`src/rtl/seq_pkg.sv`:
```
// Shared types and constants for the instruction sequencer: FSM states, opcode field
// position and default control opcodes.
package seq_pkg;

    localparam int unsigned INSTR_W = 17;
    localparam int unsigned OPC_MSB = 16;
    localparam int unsigned OPC_LSB = 12;
    localparam int unsigned OPC_W   = OPC_MSB - OPC_LSB + 1;

    localparam logic [OPC_W-1:0] OP_JMP_DEF = 5'b11110;
    localparam logic [OPC_W-1:0] OP_HLT_DEF = 5'b11111;

    typedef enum logic [2:0] {
        StIdle,
        StFetch,
        StLoad,
        StIssue,
        StHalt
    } seq_state_e;

    function automatic logic [OPC_W-1:0] opcode_of(input logic [INSTR_W-1:0] word);
        return word[OPC_MSB:OPC_LSB];
    endfunction

endpackage

```
`src/rtl/pc_unit.sv`:
```
// Program counter with next-PC priority: restart, then halt/jump/branch/increment on a
// handshake.
module pc_unit #(
    parameter int unsigned     PC_W     = 8,
    parameter logic [PC_W-1:0] RESET_PC = '0
) (
    input  logic            clk,
    input  logic            rst_n,
    input  logic            restart,
    input  logic            advance,
    input  logic            is_hlt,
    input  logic            is_jmp,
    input  logic [PC_W-1:0] jmp_target,
    input  logic            branch_taken,
    input  logic [PC_W-1:0] branch_target,
    output logic [PC_W-1:0] pc
);

    logic [PC_W-1:0] pc_q, pc_d;

    always_comb begin
        pc_d = pc_q;
        if (restart) begin
            pc_d = RESET_PC;
        end else if (advance) begin
            if (is_hlt) begin
                pc_d = pc_q;
            end else if (is_jmp) begin
                pc_d = jmp_target;
            end else if (branch_taken) begin
                pc_d = branch_target;
            end else begin
                // Wraps from all-ones to zero by design.
                pc_d = pc_q + PC_W'(1);
            end
        end
    end

    always_ff @(posedge clk or negedge rst_n) begin
        if (!rst_n) begin
            pc_q <= RESET_PC;
        end else begin
            pc_q <= pc_d;
        end
    end

    assign pc = pc_q;

endmodule

```
`src/rtl/instr_sequencer.sv`:
```
// Fetch/issue controller: fetches from a synchronous ROM, hands each word to the control
// unit under valid/ready and resolves jump, branch and halt before the next fetch.
module instr_sequencer #(
    parameter int unsigned     PC_W     = 8,
    parameter int unsigned     INSTR_W  = seq_pkg::INSTR_W,
    parameter logic [PC_W-1:0] RESET_PC = '0,
    parameter logic [4:0]      OP_JMP   = seq_pkg::OP_JMP_DEF,
    parameter logic [4:0]      OP_HLT   = seq_pkg::OP_HLT_DEF,
    parameter int unsigned     CNT_W    = 16
) (
    input  logic               clk,
    input  logic               rst_n,
    input  logic               start,
    output logic [PC_W-1:0]    imem_addr,
    input  logic [INSTR_W-1:0] imem_rdata,
    output logic [INSTR_W-1:0] instr,
    output logic               instr_valid,
    input  logic               cu_ready,
    input  logic               branch_taken,
    input  logic [PC_W-1:0]    branch_target,
    output logic [PC_W-1:0]    pc,
    output logic               busy,
    output logic               halted,
    output logic [CNT_W-1:0]   retired
);

    import seq_pkg::*;

    seq_state_e         state_q, state_d;
    logic [INSTR_W-1:0] instr_q;
    logic [CNT_W-1:0]   retired_q;

    logic       handshake;
    logic       restart;
    logic [4:0] opcode;
    logic       is_hlt;
    logic       is_jmp;

    assign handshake = (state_q == StIssue) && cu_ready;
    assign restart   = (state_q == StHalt) && start;
    assign opcode    = opcode_of(instr_q);
    assign is_hlt    = (opcode == OP_HLT);
    assign is_jmp    = (opcode == OP_JMP);

    always_comb begin
        state_d = state_q;
        unique case (state_q)
            StIdle:  if (start) state_d = StFetch;
            StFetch: state_d = StLoad;
            StLoad:  state_d = StIssue;
            StIssue: if (cu_ready) state_d = is_hlt ? StHalt : StFetch;
            StHalt:  if (start) state_d = StFetch;
            default: state_d = StIdle;
        endcase
    end

    always_ff @(posedge clk or negedge rst_n) begin
        if (!rst_n) begin
            state_q <= StIdle;
        end else begin
            state_q <= state_d;
        end
    end

    // Captured once per instruction so it stays stable for the whole ISSUE state.
    always_ff @(posedge clk or negedge rst_n) begin
        if (!rst_n) begin
            instr_q <= '0;
        end else if (state_q == StLoad) begin
            instr_q <= imem_rdata;
        end
    end

    always_ff @(posedge clk or negedge rst_n) begin
        if (!rst_n) begin
            retired_q <= '0;
        end else if (restart) begin
            retired_q <= '0;
        end else if (handshake && (retired_q != '1)) begin
            retired_q <= retired_q + CNT_W'(1);
        end
    end

    pc_unit #(
        .PC_W     (PC_W),
        .RESET_PC (RESET_PC)
    ) u_pc_unit (
        .clk           (clk),
        .rst_n         (rst_n),
        .restart       (restart),
        .advance       (handshake),
        .is_hlt        (is_hlt),
        .is_jmp        (is_jmp),
        .jmp_target    (instr_q[PC_W-1:0]),
        .branch_taken  (branch_taken),
        .branch_target (branch_target),
        .pc            (pc)
    );

    assign imem_addr   = pc;
    assign instr       = instr_q;
    assign instr_valid = (state_q == StIssue);
    assign busy        = (state_q == StFetch) || (state_q == StLoad) || (state_q == StIssue);
    assign halted      = (state_q == StHalt);
    assign retired     = retired_q;

endmodule

```
`config.mk`:
```
export PLATFORM = sky130hd
export DESIGN_NAME = instr_sequencer
export DESIGN_NICKNAME = d
export VERILOG_FILES = /design/src/rtl/seq_pkg.sv /design/src/rtl/pc_unit.sv /design/src/rtl/instr_sequencer.sv
export SDC_FILE = /design/constraint.sdc
export NUM_CORES = 1
export LEC_CHECK = 0
export BUFFER_PORTS_ARGS = -buffer_cell sky130_fd_sc_hd__buf_2
export CAP_MARGIN = 20
export CORE_UTILIZATION = 54
export DETAILED_ROUTE_END_ITERATION = 16
export GPL_TIMING_DRIVEN = 0
export HOLD_SLACK_MARGIN = 0.12
export PLACE_DENSITY = 0.87
export REMOVE_ABC_BUFFERS = 1
export SLEW_MARGIN = 0
export SYNTH_ARGS = -nofsm -noshare
export SYNTH_HDL_FRONTEND = slang
export SYNTH_SLANG_ARGS = --single-unit
```
`constraint.sdc`:
```
create_clock -name clk -period 3.49 [get_ports clk]
set_input_delay 0.349 -clock clk [delete_from_list [all_inputs] [get_ports clk]]
set_output_delay 0.349 -clock clk [all_outputs]
set_load 0.05 [all_outputs]
```
# == Yosys cells after proc, flatten, opt, wreduce, memory -nomap -nowiden ==
# Index checks and enable logic that the tools add are counted.
# op_classes
reduce_logical,11
n_mux,11
add_sub_neg,2
eq_ne,10
# op_table
op,n
$mux 8,5
$mux 16,2
$add 16x1->16 const B,1
$ne 16x16->1 const B,1
$pmux 3 s4,1
$eq 5x5->1 const B,2
$mux 3,3
$add 8x1->8 const B,1
$eq 3x2->1 const B,2
$ne 2x1->1 const B,2
$reduce_and 2->1,2
$reduce_bool 2->1,2
$eq 3x1->1 const B,1
$eq 3x3->1 const B,1
$logic_and 1x1->1,3
$logic_not 3->1,1
$logic_or 1x1->1,2
$ne 2x2->1 const B,1
$reduce_or 2->1,1
# word_totals
out_inout_bits,52
regBits,44
word_cells,38

# == Depth between registers and ports, before layout ==
# depth
word_depth,6
ltp_mapped,7
mapped_depth_nobuf,5

# == Hierarchy ==
# From an unflattened synthesis, not the netlist that was laid out.
# unflattened
hier_cells,235
area_unflattened_um2,2414.8
# modules_own_cells
module,area_per_inst_um2,n_inst,seq_area_each_um2,cells_per_inst
instr_sequencer,1823.0,1,900.9,167
pc_unit,591.8,1,200.2,68

# == Worst setup path after synthesis ==
# No wires, ideal clock.
# synth_path
path_kind,register to register
startpoint,"register retired_q[0], in the netlist retired[0]"
endpoint,"register retired_q[8], in the netlist retired[8]"
path_slack_ns,1.420
stages_incl_launch_ff,6
required_ns,3.350
arrival_time_ns,1.930
synth_period_minus_slack_ns,2.070
n_path_buf,0
setup_ns,0.140
path_cell_list,dfrtp_1 > ha_1 > nand2_1 > or3_4 > o311ai_0 > o41ai_1
# synth_via
elab_chain_len,3
elab_cells_between_ends,6
# synth_lines
element,line,text
"start, declared",instr_sequencer.sv:31,logic [CNT_W-1:0] retired_q;
"start signal, assigned",instr_sequencer.sv:80,retired_q <= retired_q + CNT_W'(1);
$add 16x1->16 or $ne 16x16->1 (tied branches),"instr_sequencer.sv:80, instr_sequencer.sv:79",
$mux 16 or $logic_and 1x1->1 (tied branches),instr_sequencer.sv:79,end else if (handshake && (retired_q != '1)) begin
$mux 16 or $reduce_bool 2->1 (tied branches),-,
# Several ways; a longest one is shown, not always the timed one. The select of a mux whose other input is x is not followed.
# A chain may end at the register's enable or synchronous reset.

# == Worst setup path after layout ==
# layout_path
startpoint,register state_q[0]
endpoint,"register u_pc_unit.pc_q[6], in the netlist u_pc_unit.pc[6]"
# layout_via
elab_chain_len,4
elab_cells_between_ends,8
# layout_lines
element,line,text
"start, declared",instr_sequencer.sv:29,"seq_state_e state_q, state_d;"
"start signal, assigned",instr_sequencer.sv:59,state_q <= StIdle;
"start signal, assigned",instr_sequencer.sv:61,state_q <= state_d;
$eq 3x3->1 or $eq 3x2->1 (tied branches),"instr_sequencer.sv:40, instr_sequencer.sv:39",
"$logic_and 1x1->1, on equally long branches","instr_sequencer.sv:40, instr_sequencer.sv:39",
$ne 2x2->1 (no source line) or $reduce_bool 2->1 (tied branches),-,
$reduce_and 2->1 (no source line),-,
"end signal, assigned",pc_unit.sv:43,pc_q <= pc_d;
"end, declared",pc_unit.sv:19,"logic [PC_W-1:0] pc_q, pc_d;"
# Several ways; a longest one is shown, not always the timed one.

==> run_results.csv <==
group,metric,value,unit
run_status,status,"completed",
global_routing,grt_max_degree,45,
clock_tree,cts_setup_buffers,0,
clock_tree,clockBufferDepth,2,
worst_setup_path,worstSetupPathType,"reg -> reg",
clock_tree,postCtsHoldBufs,0,
detailed_routing,vias,2119,
clock_tree,cts_inserted_buffers,5,
synthesis,yosys.area.top_type,"dfrtp_1",
clock_tree,clk_latency,0.31,ns
synthesis,synth_warnings,0,
power,power_frac_comb,0.565,
clock_tree,cts_sinks,44,
clock_tree,cts_tree,"built",
detailed_routing,dr.pass1.iters,4,
synthesis,synth_simple_gate_area_frac,0.213,
timing,min_period_over_period,0.614,
global_routing,antenna_found_initial,0,
synthesis,synth_commonest_cells,"44 x dfrtp_1, 22 x nand2_1, 17 x mux2_2",
synthesis,synth.most_common_cell,"dfrtp_1",
timing,fin_crit,2.14,ns
timing,finalSetupViolations,0,
synthesis,ys.flop_type,"dfrtp_1",
global_routing,grt_first_pass_wirelength,8480,um
timing,setup_tns,0,ns
synthesis,seq_area_frac_synth,0.455,
global_routing,grt_util_all_layers,0.244,
die,die_w,68.9,um
power,leakagePower,0.00140,uW
die,placementRows,23,
power,p_int,1310,uW
clock_tree,cts_root_buffer,"clkbuf_8",
synthesis,synth_top_area_share,0.455,
place,dpl.hpwl,3960,um
detailed_routing,drt_iter0_drc,117,
worst_setup_path,endpoint_kind,"flop",
synthesis,synth.area.mux_share,0.133,
worst_hold_path,holdCritPathClass,"in -> async",
detailed_routing,wl_per_cell,15.4,um
detailed_routing,drc,0,
synthesis,async_flop_share,1.00,
clock_tree,cts_resized,0,
worst_setup_path,cp_data_required_time,3.67,ns
timing,max_freq,467,MHz
timing,fin_skew,0.00580,ns
timing,rsz0062_at_grt,"false",
detailed_routing,drt-total-wl,5500,um
timing,tightestPinTransition,0.953,ns
finish,nets,337,
synthesis,synth_area_leaders,"dfrtp_1 46%, mux2_2 7.9%, mux2i_1 5.4%, nand2_1 3.4%, buf_4 2.5%",
synthesis,syn_area_per_cell,10.4,um^2
synthesis,yosysUniqueCellTypes,46,
place,gp_congestion,0.897,
place,portBuffers,81,
power,seqPwrFrac,0.317,
die,floorplan.die_area,4750,um^2
die,die_h,68.9,um
synthesis,synth-edff-count,0,
synthesis,synth_xor_area_frac,0.0109,
finish,diodes,0,
global_routing,grt_overflow_total,0,
die,coreArea,4140,um^2
clock_tree,clk_pin_slew,0.09,ns
detailed_routing,via_per_inst,5.95,
synthesis,synth_compound_area_frac,0.122,
flow_run,drv_cap,0,
finish,utilization,0.697,
synthesis,synth_seq_cells,44,
worst_setup_path,cp.arrival,2.33,ns
timing,slew_viol_final,0,
detailed_routing,antenna_left,0,
power,swShare,0.544,
synthesis,syn_area,2420,um^2
power,power_density,992,nW/um^2
power,total_power,2860,uW
power,p_switching,1560,uW
timing,hold_viol,0,
global_routing,grt_pass1_vias,1858,
finish,drive_above_1_share,0.369,
die,pin_count,82,
synthesis,synth_top_family_by_area,"simple AND/OR/NAND/NOR gates",
finish,fill_cells,329,
finish,fin_area,2890,um^2
clock_tree,cts_max_level,2,
worst_setup_path,startpoint_type,"flop",
place,dpl_cell_area,2790,um^2
worst_setup_path,reg2regPathDepth,4,
power,power_frac_clock,0.118,
power,max-vdd-ir-drop,538,uV
synthesis,syn_inst,233,
synthesis,synthAdderAreaFrac,0.0103,
worst_setup_path,crit_fanout,23,
finish,syn2layout_area_growth,19.3,%
timing,relSlewSlack,0.365,
die,start_util,0.584,
-- state kept, by name (all words and copies together) (netlist names) --
name / count
state_q: 3
u_pc_unit.pc: 8
retired: 16
instr: 17
-- area by class of cell --
class	count	area (um^2)	share of cell area
Multi-Input combinational cell	166	1190	0.411
Clock inverter	2	10.0	0.00347
Timing Repair Buffer	83	424	0.147
Sequential cell	44	1100	0.381
Inverter	5	18.8	0.00650
Tap cell	50	62.6	0.0217
Clock buffer	6	82.6	0.0286
-- critical path, cell delays in order (launching register included) --
cell and delay, ns:
dfrtp_1 0.45, nor2_1 0.31, nand3_1 0.70, a32oi_1 0.45, o31ai_1 0.10
-- cells in the final DEF (no fill, tap or decap), types with 6 or more instances in the layout --
cell type  synthesis  routed
a21oi_1            6       6
and3_1             6       6
and4_1             6       6
buf_2              3      81
clkbuf_8           0       6
dfrtp_1           44      44
mux2_2            17      17
mux2i_1           13      13
nand2_1           22      22
nand2b_1           7       7
nand3_1           10      10
nand4_1            8       8
nor2_1             6       6
nor3_1             7       7
o21ai_0           10      10
-- worst paths after layout --
path / endpoint / slack, ns / from
setup / recovery: u_pc_unit.pc[6] / 1.35 / state_q[0]
hold / removal: retired[6] / 0.18 / rst_n
setup reg to reg: u_pc_unit.pc[6] / 1.35 / state_q[0]
hold reg to reg: retired[15] / 0.49 / retired[15]
max in group asynchronous: instr[0] / 2.71 / rst_n
min in group clk: instr[12] / 0.25 / imem_rdata[12]
-- per-layer routing --
metal	vias to the layer above	wire, um	GRT usage
li1	1019	-	-
met1	1033	2470	0.321
met2	59	2700	0.393
met3	8	249	0.0510
met4	0	85	0.0918
met5	-	0	0
-- power by group through the flow --
stage / clock network (uW) / logic, uW / registers (uW)
after floorplan: 0 / 483 / 1650
after global placement: 0 / 1580 / 905
after detailed placement: 0 / 1620 / 914
after CTS: 343 / 1630 / 906
after global routing: 360 / 1730 / 942
final: 337 / 1620 / 908
-- kinds of logic after synthesis --
kind of cell               count (synthesis)
adders and majority gates                  2
and+or+nand+nor                           88
DFF                                       44
muxes                                     30
xor gates and xnor gates                   3
AOI/OAI and AO/OA                         43
buffers and inverters                     23
-- through the flow --
stage | setup slack [ns] | hold WS (ns) | std cells
after floorplan | 1.15 | 0.0534 | 215
after global placement | 0.461 | 0.474 | 346
after detailed placement | 1.36 | 0.482 | 348
after CTS | 1.35 | 0.232 | 356
after global routing | 1.09 | 0.261 | 356
final | 1.35 | 0.181 | 356
Power figures use the tool's default switching activity.
